File: config.mk
export PLATFORM = sky130hd
export DESIGN_NAME = id_ex_stage_reg
export DESIGN_NICKNAME = d
export VERILOG_FILES = /design/src/rtl/id_ex_stage_reg_pkg.sv /design/src/rtl/id_ex_stage_reg_field.sv /design/src/rtl/id_ex_stage_reg.sv
export SDC_FILE = /design/constraint.sdc
export NUM_CORES = 1
export LEC_CHECK = 0
export CORE_AREA = 2 2 137 139
export DETAILED_ROUTE_END_ITERATION = 8
export DIE_AREA = 0 0 139 141
export GPL_ROUTABILITY_DRIVEN = 0
export PLACE_DENSITY = 0.9
export SYNTH_ARGS = -nofsm -noshare
export SYNTH_HDL_FRONTEND = slang
export SYNTH_SLANG_ARGS = --single-unit
export TNS_END_PERCENT = 5
File: constraint.sdc
create_clock -name clk -period 8.5 [get_ports clk]
set_input_delay 1.7 -clock clk [delete_from_list [all_inputs] [get_ports clk]]
set_output_delay 1.7 -clock clk [all_outputs]
set_load 0.02 [all_outputs]
File: src/rtl/id_ex_stage_reg_pkg.sv
// Shared decode/execute definitions: ALU command encodings, instruction modes,
// status flag positions and the packed control-field layout of the ID/EX slot.
package id_ex_stage_reg_pkg;

  typedef enum logic [3:0] {
    EXE_NOP = 4'b0000,
    EXE_MOV = 4'b0001,
    EXE_ADD = 4'b0010,
    EXE_ADC = 4'b0011,
    EXE_SUB = 4'b0100,
    EXE_SBC = 4'b0101,
    EXE_AND = 4'b0110,
    EXE_ORR = 4'b0111,
    EXE_EOR = 4'b1000,
    EXE_MVN = 4'b1001
  } exe_cmd_e;

  typedef enum logic [1:0] {
    MODE_DP     = 2'b00,
    MODE_MEM    = 2'b01,
    MODE_BRANCH = 2'b10
  } mode_e;

  localparam int unsigned NZCV_N = 3;
  localparam int unsigned NZCV_Z = 2;
  localparam int unsigned NZCV_C = 1;
  localparam int unsigned NZCV_V = 0;

  // All-zero value of this struct is a NOP with valid cleared.
  typedef struct packed {
    exe_cmd_e exe_cmd;
    logic     mem_read;
    logic     mem_write;
    logic     wb_en;
    logic     b;
    logic     s;
    logic     imm;
    logic     valid;
  } ctrl_t;

endpackage

File: src/rtl/id_ex_stage_reg_field.sv
// Generic pipeline field register: async reset, hold when en is low,
// synchronous clear when enabled.
module pipe_field_reg #(
  parameter int unsigned W = 8
) (
  input  logic         clk,
  input  logic         rst,
  input  logic         en,
  input  logic         clr,
  input  logic [W-1:0] d,
  output logic [W-1:0] q
);

  always_ff @(posedge clk or posedge rst) begin
    if (rst) begin
      q <= '0;
    end else if (en) begin
      if (clr) q <= '0;
      else     q <= d;
    end
  end

endmodule

File: src/rtl/id_ex_stage_reg.sv
// ID/EX pipeline register: captures decoded control and operands, holds on
// freeze, inserts bubbles on flush/bubble_in, and counts stalls and bubbles.
module id_ex_stage_reg
  import id_ex_stage_reg_pkg::*;
#(
  parameter int unsigned DATA_W = 32,
  parameter int unsigned CNT_W  = 16
) (
  input  logic              clk,
  input  logic              rst,
  input  logic              freeze,
  input  logic              flush,
  input  logic              bubble_in,
  input  logic [3:0]        exe_cmd_in,
  input  logic              mem_read_in,
  input  logic              mem_write_in,
  input  logic              wb_en_in,
  input  logic              b_in,
  input  logic              s_in,
  input  logic              imm_in,
  input  logic [DATA_W-1:0] pc_in,
  input  logic [DATA_W-1:0] val_rn_in,
  input  logic [DATA_W-1:0] val_rm_in,
  input  logic [11:0]       shift_operand_in,
  input  logic [23:0]       signed_imm24_in,
  input  logic [3:0]        dest_in,
  input  logic [3:0]        src1_in,
  input  logic [3:0]        src2_in,
  input  logic [3:0]        status_in,
  output logic [3:0]        exe_cmd_out,
  output logic              mem_read_out,
  output logic              mem_write_out,
  output logic              wb_en_out,
  output logic              b_out,
  output logic              s_out,
  output logic              imm_out,
  output logic [DATA_W-1:0] pc_out,
  output logic [DATA_W-1:0] val_rn_out,
  output logic [DATA_W-1:0] val_rm_out,
  output logic [11:0]       shift_operand_out,
  output logic [23:0]       signed_imm24_out,
  output logic [3:0]        dest_out,
  output logic [3:0]        src1_out,
  output logic [3:0]        src2_out,
  output logic [3:0]        status_out,
  output logic              valid_out,
  output logic [CNT_W-1:0]  stall_cnt,
  output logic [CNT_W-1:0]  bubble_cnt
);

  localparam int unsigned CTRL_W = $bits(ctrl_t);
  localparam int unsigned DGRP_W = 3 * DATA_W + 12 + 24 + 4 * 4;

  ctrl_t              w_ctrl_d;
  ctrl_t              w_ctrl_q;
  logic [CTRL_W-1:0]  w_ctrl_q_raw;
  logic [DGRP_W-1:0]  w_data_d;
  logic [DGRP_W-1:0]  w_data_q;
  logic               w_en;
  logic               w_ctrl_clr;
  logic [CNT_W-1:0]   r_stall_cnt;
  logic [CNT_W-1:0]   r_bubble_cnt;

  assign w_en       = ~freeze;
  assign w_ctrl_clr = flush | bubble_in;

  always_comb begin
    w_ctrl_d           = '0;
    w_ctrl_d.exe_cmd   = exe_cmd_e'(exe_cmd_in);
    w_ctrl_d.mem_read  = mem_read_in;
    w_ctrl_d.mem_write = mem_write_in;
    w_ctrl_d.wb_en     = wb_en_in;
    w_ctrl_d.b         = b_in;
    w_ctrl_d.s         = s_in;
    w_ctrl_d.imm       = imm_in;
    w_ctrl_d.valid     = 1'b1;
  end

  assign w_data_d = {pc_in, val_rn_in, val_rm_in, shift_operand_in, signed_imm24_in,
                     dest_in, src1_in, src2_in, status_in};

  // Data keeps loading on bubble_in so forwarding index compares stay defined.
  pipe_field_reg #(.W(CTRL_W)) u_ctrl_reg (
    .clk (clk),
    .rst (rst),
    .en  (w_en),
    .clr (w_ctrl_clr),
    .d   (w_ctrl_d),
    .q   (w_ctrl_q_raw)
  );

  pipe_field_reg #(.W(DGRP_W)) u_data_reg (
    .clk (clk),
    .rst (rst),
    .en  (w_en),
    .clr (flush),
    .d   (w_data_d),
    .q   (w_data_q)
  );

  assign w_ctrl_q      = ctrl_t'(w_ctrl_q_raw);
  assign exe_cmd_out   = w_ctrl_q.exe_cmd;
  assign mem_read_out  = w_ctrl_q.mem_read;
  assign mem_write_out = w_ctrl_q.mem_write;
  assign wb_en_out     = w_ctrl_q.wb_en;
  assign b_out         = w_ctrl_q.b;
  assign s_out         = w_ctrl_q.s;
  assign imm_out       = w_ctrl_q.imm;
  assign valid_out     = w_ctrl_q.valid;

  assign {pc_out, val_rn_out, val_rm_out, shift_operand_out, signed_imm24_out,
          dest_out, src1_out, src2_out, status_out} = w_data_q;

  // A flush during freeze is not counted; the branch re-asserts it afterwards.
  always_ff @(posedge clk or posedge rst) begin
    if (rst) begin
      r_stall_cnt  <= '0;
      r_bubble_cnt <= '0;
    end else if (freeze) begin
      if (r_stall_cnt != '1) r_stall_cnt <= r_stall_cnt + 1'b1;
    end else if (flush || bubble_in) begin
      if (r_bubble_cnt != '1) r_bubble_cnt <= r_bubble_cnt + 1'b1;
    end
  end

  assign stall_cnt  = r_stall_cnt;
  assign bubble_cnt = r_bubble_cnt;

endmodule

==> run summary <==
Crit Path Class: input pin to flip-flop
VDD IR max: 0.133 mV
Slew Limit Headroom: 0.263
Worst Path Max Fanout: 105
FP Rows: 50
Wirelength per Cell: 19.2 um
Die H: 141 um
clock root cell: clkbuf_16
max frequency: 252 MHz
IO Count: 354
die area: 19600 sq um
Max Transition Viols Final: 0
number of port buffers: 353
die span in x: 139 um
Clk Latency, worst-skew pair: 0.42 ns
run status: completed
Clock Sinks: 191
Place WS: 4.11 ns
final std cells w/o fill: 1099
DR pass1 iterations: 6
share of cells above drive strength 1: 0.0532
unique cell type count in the Yosys netlist: 34
fin crit share: 0.466
cell area after technology mapping: 7160 sq um
final setup violation count: 0
WL final: 21100 um
Final Hold Fails: 0
Power Density: 211 nW/um^2
slowest CP cell: buf_4
Setup Buffers After CTS: 0
top-area cell type share of the netlist area: 0.668
post-layout net count: 1016
r2r setup slk: 6.47 ns
Initial Utilization: 0.392
largest net degree at the start of global routing: 112
area delta synth->final: 60.1%
most frequent cells in the layout: clkdlybuf4s50_1 (352), dfrtp_1 (191), a22o_1 (147), xor2_1 (21), nor2_1 (19)
initial antenna violation count: 1
Critical Path Source: flush
final setup skew: 0.00805 ns
fin area: 11500 sq um
Worst-Margin Slew: 1.11 ns
Crit path max-delay family: buffers and inverters
slack of the critical path: 4.54 ns
cell taking the most area after synthesis: dfrtp_1
reg2reg end: bubble_cnt[1]
RSZ-0062 raised after global routing: false
sequential area share after synthesis: 0.668
largest cells by area after synthesis: dfrtp_1 (67%), a22o_1 (18%), xor2_1 (2.6%)
Post-route DRC: 0
R2R Path Start: bubble_cnt[0]
hold path depth: 1
max cap viols: 0
number of CTS-inserted buffers: 17
R2R depth: 5
CP startpoint kind: input pin
total track usage: 0.211
Routed Antenna Nets: 0
endpoint kind of the worst setup timing path: flip-flop
leakage: 5.07 nW
Placed Cells: 1066
H-tree depth: 4
CTS max path bufs: 2
CTS Hold Bufs: 0
CP peak stage delay: 0.94 ns
Synth Register Bits: 191
core area: 18300 sq um
Synth Warn #: 0
HP Class: flip-flop to flip-flop
HP Start: bubble_cnt[7]
cells after synthesis: 511
worst-path cell chain: clkdlybuf4s50_1 > nor2_4 > buf_4 > a22o_1
most common cell after layout, fill and taps aside: clkdlybuf4s50_1
first-pass GRT wire length: 32700 um
worst path bufs/invs: 2
Setup TNS: 0 ns
number of global-route vias before repair: 5823
Net Count, Synth: 676
Critical Path RT: 8.85 ns
Via-to-Cell Ratio: 5.22
CTS tree: done
Hold Path Sink: bubble_cnt[7]
total grt overflow: 0
CTS-repair resized insts: 0
Iter 0 DRT Violations: 343
via count: 5736
syn avg cell area: 14.0 sq um
HPWL Detailed: 14900 um
Post-Place Cell Area: 10900 sq um
Worst-path clk slew: 0.07 ns
minimum period implied by the final worst setup slack: 3.96 ns
CP arrival: 4.32 ns
-- kinds of logic (layout without fill, tap and decap cells) --
kind of cell,count (synthesis),after routing,share of synthesized area
other cells,0,1,0
xor+xnor,26,26,0.0318
fa+ha+maj,2,2,0.00350
mux,12,12,0.0171
buf+inv,38,391,0.0201
flops,191,191,0.668
simple gates,83,83,0.0666
compound gates,159,159,0.193
-- flip-flops by register name, summed over array words and instances (netlist names) --
register	cells
u_data_reg.q	148
bubble_cnt	16
stall_cnt	16
u_ctrl_reg.q	11
-- worst max path at each step --
| stage | endpoint | slack (ns) | cells after the start |
|---|---|---|---|
| after floorplan | bubble_cnt[0] | 1.60 | 1 |
| after global placement | u_data_reg.q[139] | 4.13 | 4 |
| after detailed placement | u_data_reg.q[42] | 4.11 | 4 |
| after CTS | u_data_reg.q[121] | 4.57 | 4 |
| after global routing | u_data_reg.q[83] | 4.38 | 4 |
| final | u_data_reg.q[107] | 4.54 | 4 |
-- Yosys cell counts, drive strengths merged --
cell and instances:
o21a 2, nand2b 2, buf 8, a31oi 1
and4 6, a2111o 1, a22o 147, nor2 20
nand3 11, dfrtp 191, or4 2, nand2 12
ha 2, nor3 10, nor4 6, a21oi 2
xnor2 5, nor3b 3, inv 3, nand4 9
clkbuf 27, xor2 21, and3 1, a211oi 1
o21ai 3, o21ba 1, mux2 2, o21bai 1
or3b 1, mux2i 10
-- worst register-to-register path, delay by kind of cell (launching register included) --
kind,cells,cell delay [ns]
adder cells (fa/ha/maj),1,0.20
flip-flops,1,0.43
multiplexers,1,0.29
AND/OR/NAND/NOR,3,0.99
-- cell type report --
cell class / instances / area, sq um
timing repair buffer: 356 / 3550
fill: 1367 / 6810
multi-input combinational: 282 / 2240
sequential: 191 / 4780
tap: 234 / 293
antenna: 1 / 2.50
inverter: 3 / 16.3
clock inverter: 14 / 145
clock buffer: 18 / 429
-- per-stage QoR --
stage,power (mW),util,hold slack [ns]
global route,2.52,0.627,0.523
detailed placement,1.66,0.596,0.486
CTS,2.45,0.627,0.503
finish,2.42,0.627,0.504
floorplan,1.34,-,0.593
global placement,1.65,0.596,0.469
-- where the power goes --
part | internal [mW] | total, mW | leakage [nW] | switching, mW
clock | 0.393 | 0.778 | 0.275 | 0.385
sequential | 1.00 | 1.09 | 2.47 | 0.0866
combinational | 0.293 | 0.558 | 2.32 | 0.266
-- metal layers --
metal,GRT usage,part of all wire
met2,0.353,0.50
met3,0.0700,0.071
met4,0.0808,0.029
met1,0.255,0.40
met5,0,0
No activity file was read; power rests on OpenSTA's default activity.
